--- src/rtl/spif_arbiter.sv ---
// spif_arbiter -- three-way arbiter in front of a single SPI byte engine.
//
// Requesters: [0] boot loader, [1] CPU, [2] ISP. Fixed priority ISP > CPU > boot.
// The granted requester ("owner") is connected straight through to the engine.
// Its byte stream goes out; engine read bytes come back to it. When the owner
// drops req, the arbiter waits for the engine to go idle (CS_N high) before
// freeing the bus. Then there is at least one idle cycle before the next grant.
//
// Handshake (valid/ready): a byte moves from the owner to the engine on a
// rising edge where e_valid (= valid[o] & req[o]) and e_ready are both high.
// The requester holds its byte and last stable while valid is high and ready
// is low. ready[o] mirrors e_ready in OWN and is 0 in every other case.
//
// Ports:
//   clk, rst_n        clock and synchronous active-low reset
//   req[2:0]          bus request per requester
//   gnt[2:0]          registered one-hot grant
//   valid/data/last   per-requester byte stream (data[8n+7:8n] for requester n)
//   ready[2:0]        byte accepted, owner only
//   rvalid[2:0]       read byte valid, owner only
//   rdata[7:0]        read byte, broadcast to all requesters
//   tout[2:0]         one-cycle pulse marking a forcibly released owner
//   e_valid/e_data/e_last          byte request to the SPI engine
//   e_ready/e_busy/e_rvalid/e_rdata  engine accept, CS_N low, read strobe, read byte
//   dbg_state[1:0]    current FSM state (IDLE=0, OWN=1, DRAIN=2)
//
// Optional feature: define SPIF_ARB_TIMEOUT_EN to enable the owner-idle
// timeout (parameter TIMEOUT) with its per-requester re-grant mask.
module spif_arbiter #(
  parameter int TIMEOUT = 1024
) (
  input  logic        clk,
  input  logic        rst_n,
  input  logic [2:0]  req,
  output logic [2:0]  gnt,
  input  logic [2:0]  valid,
  input  logic [23:0] data,
  input  logic [2:0]  last,
  output logic [2:0]  ready,
  output logic [2:0]  rvalid,
  output logic [7:0]  rdata,
  output logic [2:0]  tout,
  output logic        e_valid,
  output logic [7:0]  e_data,
  output logic        e_last,
  input  logic        e_ready,
  input  logic        e_busy,
  input  logic        e_rvalid,
  input  logic [7:0]  e_rdata,
  output logic [1:0]  dbg_state
);

  typedef enum logic [1:0] {
    S_IDLE  = 2'd0,
    S_OWN   = 2'd1,
    S_DRAIN = 2'd2
  } state_t;

  state_t      state, state_n;
  logic [2:0]  gnt_n;
  logic [1:0]  own;
  logic [2:0]  avail;
  logic [2:0]  mask;
  logic        force_last;
  logic        to_hit;

  assign dbg_state = state;
  assign rdata     = e_rdata;

  // Owner index comes from the registered grant, so ownership only changes
  // through the state register.
  always_comb begin
    own = 2'd0;
    if (gnt[2])      own = 2'd2;
    else if (gnt[1]) own = 2'd1;
  end

  assign avail = req & ~mask;

  // Owner pass-through to the engine.
  always_comb begin
    e_valid = 1'b0;
    e_data  = 8'h00;
    e_last  = 1'b0;
    ready   = 3'b000;
    rvalid  = 3'b000;
    if (state == S_OWN) begin
      e_valid    = valid[own] & req[own];
      e_data     = data[{own, 3'b000} +: 8];
      e_last     = last[own] | force_last;
      ready[own] = e_ready;
    end
    if (state != S_IDLE) begin
      rvalid[own] = e_rvalid;
    end
  end

  always_comb begin
    state_n = state;
    gnt_n   = gnt;
    case (state)
      S_IDLE: begin
        // No grant while the engine still holds CS_N low.
        if ((|avail) && !e_busy) begin
          state_n = S_OWN;
          if (avail[2])      gnt_n = 3'b100;
          else if (avail[1]) gnt_n = 3'b010;
          else               gnt_n = 3'b001;
        end
      end
      S_OWN: begin
        if (!req[own]) begin
          state_n = S_DRAIN;
        end else if (to_hit && !e_busy) begin
          state_n = S_DRAIN;
        end else if (force_last && e_valid && e_ready) begin
          // The forced-last byte was accepted; the transfer closes on its own.
          state_n = S_DRAIN;
        end
      end
      S_DRAIN: begin
        if (!e_busy) begin
          state_n = S_IDLE;
          gnt_n   = 3'b000;
        end
      end
      default: begin
        state_n = S_IDLE;
        gnt_n   = 3'b000;
      end
    endcase
  end

  always_ff @(posedge clk) begin
    if (!rst_n) begin
      state <= S_IDLE;
      gnt   <= 3'b000;
    end else begin
      state <= state_n;
      gnt   <= gnt_n;
    end
  end

`ifdef SPIF_ARB_TIMEOUT_EN
  logic [15:0] idle_cnt;
  logic        hs;

  assign hs = e_valid & e_ready;

  // idle_cnt is the number of consecutive handshake-free OWN cycles already
  // seen. The timeout fires on the cycle that brings that count to TIMEOUT.
  // It fires only while the owner still requests; a voluntary release wins.
  assign to_hit = (state == S_OWN) && req[own] && !hs && !force_last &&
                  (idle_cnt == 16'(TIMEOUT - 1));

  always_ff @(posedge clk) begin
    if (!rst_n) begin
      idle_cnt   <= 16'd0;
      mask       <= 3'b000;
      force_last <= 1'b0;
      tout       <= 3'b000;
    end else begin
      tout <= to_hit ? gnt : 3'b000;
      // A masked requester becomes eligible again once it lets go of req.
      mask <= (mask | (to_hit ? gnt : 3'b000)) & req;
      if (state != S_OWN) begin
        // Holding the counter at zero outside OWN gives a clean start on entry.
        idle_cnt   <= 16'd0;
        force_last <= 1'b0;
      end else begin
        if (hs) begin
          idle_cnt <= 16'd0;
        end else if (idle_cnt != 16'(TIMEOUT - 1)) begin
          idle_cnt <= idle_cnt + 16'd1;
        end
        // Engine mid-transfer: close it with the next accepted byte instead.
        if (to_hit && e_busy) begin
          force_last <= 1'b1;
        end
      end
    end
  end
`else
  logic unused_timeout;

  assign mask           = 3'b000;
  assign force_last     = 1'b0;
  assign to_hit         = 1'b0;
  assign tout           = 3'b000;
  assign unused_timeout = ^TIMEOUT;
`endif

endmodule
--- config.mk ---
export PLATFORM = sky130hd
export DESIGN_NAME = spif_arbiter
export DESIGN_NICKNAME = d
export VERILOG_FILES = /design/src/rtl/spif_arbiter.sv
export SDC_FILE = /design/constraint.sdc
export NUM_CORES = 1
export LEC_CHECK = 0
export ABC_AREA = 1
export CORE_MARGIN = 2
export CORE_UTILIZATION = 30
export CTS_BUF_LIST = sky130_fd_sc_hd__clkbuf_2
export CTS_CLUSTER_SIZE = 14
export DETAILED_ROUTE_END_ITERATION = 8
export GPL_TIMING_DRIVEN = 1
export HOLD_SLACK_MARGIN = 0.05
export PLACE_DENSITY_LB_ADDON = 0.1
export SKIP_CTS_REPAIR_TIMING = 1
export SLEW_MARGIN = 20
export SYNTH_ARGS = -nofsm -noshare
export SYNTH_HDL_FRONTEND = slang
export SYNTH_SLANG_ARGS = --single-unit
--- constraint.sdc ---
create_clock -name clk -period 1.85 [get_ports clk]
set_input_delay 0.37 -clock clk [delete_from_list [all_inputs] [get_ports clk]]
set_output_delay 0.37 -clock clk [all_outputs]
set_load 0.005 [all_outputs]
==> metrics.txt <==
CTS H-tree depth 1; R2R depth 10; Synth-to-Final Area Change 115%; post-synthesis cell type count 18; Levels on crit path 9; Post-Layout Cell Count 218; core area 2170 um^2; CP Max Fanout 4; vias in the first global route 887; VDD IR max 641 uV; final clock skew 0.00375 ns; Top delay family on crit path buffers and inverters; antenna fix cells 0; io pins 78; Clk network pwr share 0.111; Vias 958; worst-case clock buffer depth 2; Worst R2R Setup Slack 0.51 ns; CP most frequent cell buf_4; critical path type reg -> out; Net Sw Power 0.000334 W; status complete, no violations; Pwr Density 605 nW/um^2; Clock Tree Root clkbuf_2; Startpoint Class flop; WHS Path Cells 2; nets 237; total power 0.000871 W; WP data arrival 1.40 ns; Seq pwr share 0.174; Critical Path RT 1.48 ns; final worst-path cycle share 0.957; switch share 0.383; setup ws final 0.0794 ns; Die Span Y 51.3 um; final wirelength 2.54 mm; number of CTS-inserted buffers 3; count leader, synth nand2_1; post-route DRC violation count 0; cell taking the most area after synthesis nand2_1; Placed Cells 208; Worst Setup End Kind primary output; setup violators final 0; dpl ws -0.278 ns; total negative slack 0 ns; top cells by area, synth nand2_1, dfxtp_1, buf_4; Fin. Hold Viols 0; dpl hpwl 1.91 mm; FP Rows 17; Comb power frac 0.715; gr usage total 0.185; largest net degree at the start of global routing 13; clock slew at reported path FFs 0.05 ns; drt pass-1 iters 4; drt wl/cell 11.7 um; Lkg Pwr 0.960 nW; Cell Int Power 0.000537 W; Yosys top cell area share 0.246; clock sinks 5; synthesized area per cell 5.45 um^2; full die area 2630 um^2; DRT iter0 DRCs 9; initial antenna violation count 0; Largest stage delay, worst path 0.36 ns; port buffer count 58; Synth Warn # 0; most used flip-flop cell after synthesis dfxtp_1; gr ovfl total 0; gpl congestion 0.782; post-synthesis cell area 671 um^2; minimum clock period 1.77 ns; Seq/Total Area, Yosys 0.149; drt via density 4.39; CP max-delay cell dfxtp_4; Synth Register Bits 5; top cell types by occurrence after synthesis nand2_1, inv_1, buf_4, nor2_1, nand3_1; Starting Density 0.309; share of cells above drive strength 1 0.174; global-route wire length before repair 3.76 mm; # fillers 214; number of flops mapped to enable cells by yosys 0; Clock Latency Late Sink 0.20 ns; Post-Synthesis Cells 123; Buf/Inv on CP 5; Slew Viols, Final 0; ys async rst share 0; maximum clock rate 565 MHz; Max-Cap Viols 0; Hold Path Class reg -> reg; post-route ant nets 0; CTS tree built; die width 51.3 um; cells along the critical path inv_4 > nor2_4 > clkbuf_16 > buf_4 > buf_4 > nand2_1 > nand3_2 > nor2_1 > buf_2
placed cells by master, fill, tap and decap left out, drive strengths merged:
| master | instances |
|---|---|
| conb | 3 |
| a21boi | 1 |
| a22oi | 6 |
| a21oi | 2 |
| o21ai | 1 |
| clkinvlp | 2 |
| buf | 16 |
| nor2 | 14 |
| clkbuf | 5 |
| dfxtp | 5 |
| clkdlybuf4s50 | 42 |
| nand3 | 9 |
| nor3 | 4 |
| inv | 20 |
| nand2 | 45 |
| dlymetal6s2s | 15 |
final cells by class:
| type | count | area, um^2 | share of cell area |
|---|---|---|---|
| clock buffer | 4 | 20.0 | 0.0139 |
| timing repair buffer | 74 | 776 | 0.539 |
| tap | 28 | 35.0 | 0.0243 |
| multi-input combinational | 85 | 410 | 0.285 |
| timing repair inverter | 1 | 5.00 | 0.00348 |
| sequential | 5 | 108 | 0.0748 |
| inverter | 21 | 85.1 | 0.0591 |
sequential cells by signal, indices dropped and copies added (netlist names):
signal / cells
dbg_state: 2
gnt: 3
worst paths after layout:
kind                                to                 from
max                            e_valid  gnt[1]$_SDFFE_PN0P_
min                gnt[0]$_SDFFE_PN0P_  gnt[0]$_SDFFE_PN0P_
max reg2reg  dbg_state[1]$_SDFFE_PN0P_  gnt[1]$_SDFFE_PN0P_
min reg2reg        gnt[0]$_SDFFE_PN0P_  gnt[0]$_SDFFE_PN0P_
per-layer routing:
metal	GRT usage	wire length (um)	vias up	part of all wire
li1	-	-	493	-
met3	0.0497	194	2	0.076
met1	0.218	1030	426	0.41
met5	0	0	-	0
met4	0.0789	16	0	0.0063
met2	0.314	1300	37	0.51
cells by family (layout without fill, tap and decap cells):
logic type,after synthesis,count (layout),share of synthesized area
AND/OR/NAND/NOR,72,72,0.465
AO/OA/AOI/OAI,10,10,0.101
buffers and inverters,35,100,0.280
flip-flops,5,5,0.149
other,1,3,0.00559
power by group through the flow:
stage                     Sequential, W  Combinational, W  Clock (W)
after CTS                      0.000140          0.000580   0.000101
after detailed placement       0.000142          0.000577          0
after global routing           0.000156          0.000690   0.000105
after floorplan                0.000151          0.000275          0
after global placement         0.000142          0.000567          0
final                          0.000152          0.000623  0.0000963
metrics by stage:
stage / instance area [um^2] / util / hold WS, ns
final: 1440 / 0.663 / 0.489
after global routing: 1440 / 0.663 / 0.511
after CTS: 1310 / 0.605 / 0.491
after detailed placement: 1290 / 0.596 / 0.478
after global placement: 1290 / 0.596 / 0.470
after floorplan: 678 / - / 0.475
worst reg2reg max path, cell delays in order, from the launching register on:
cell	delay [ns]
dfxtp_4	0.37
inv_4	0.04
nor2_4	0.13
clkbuf_16	0.15
buf_4	0.12
buf_4	0.10
nand2_1	0.05
nand3_2	0.06
buf_4	0.11
nand3_1	0.06
nor2_1	0.08
(Power assumes the default switching activity.)
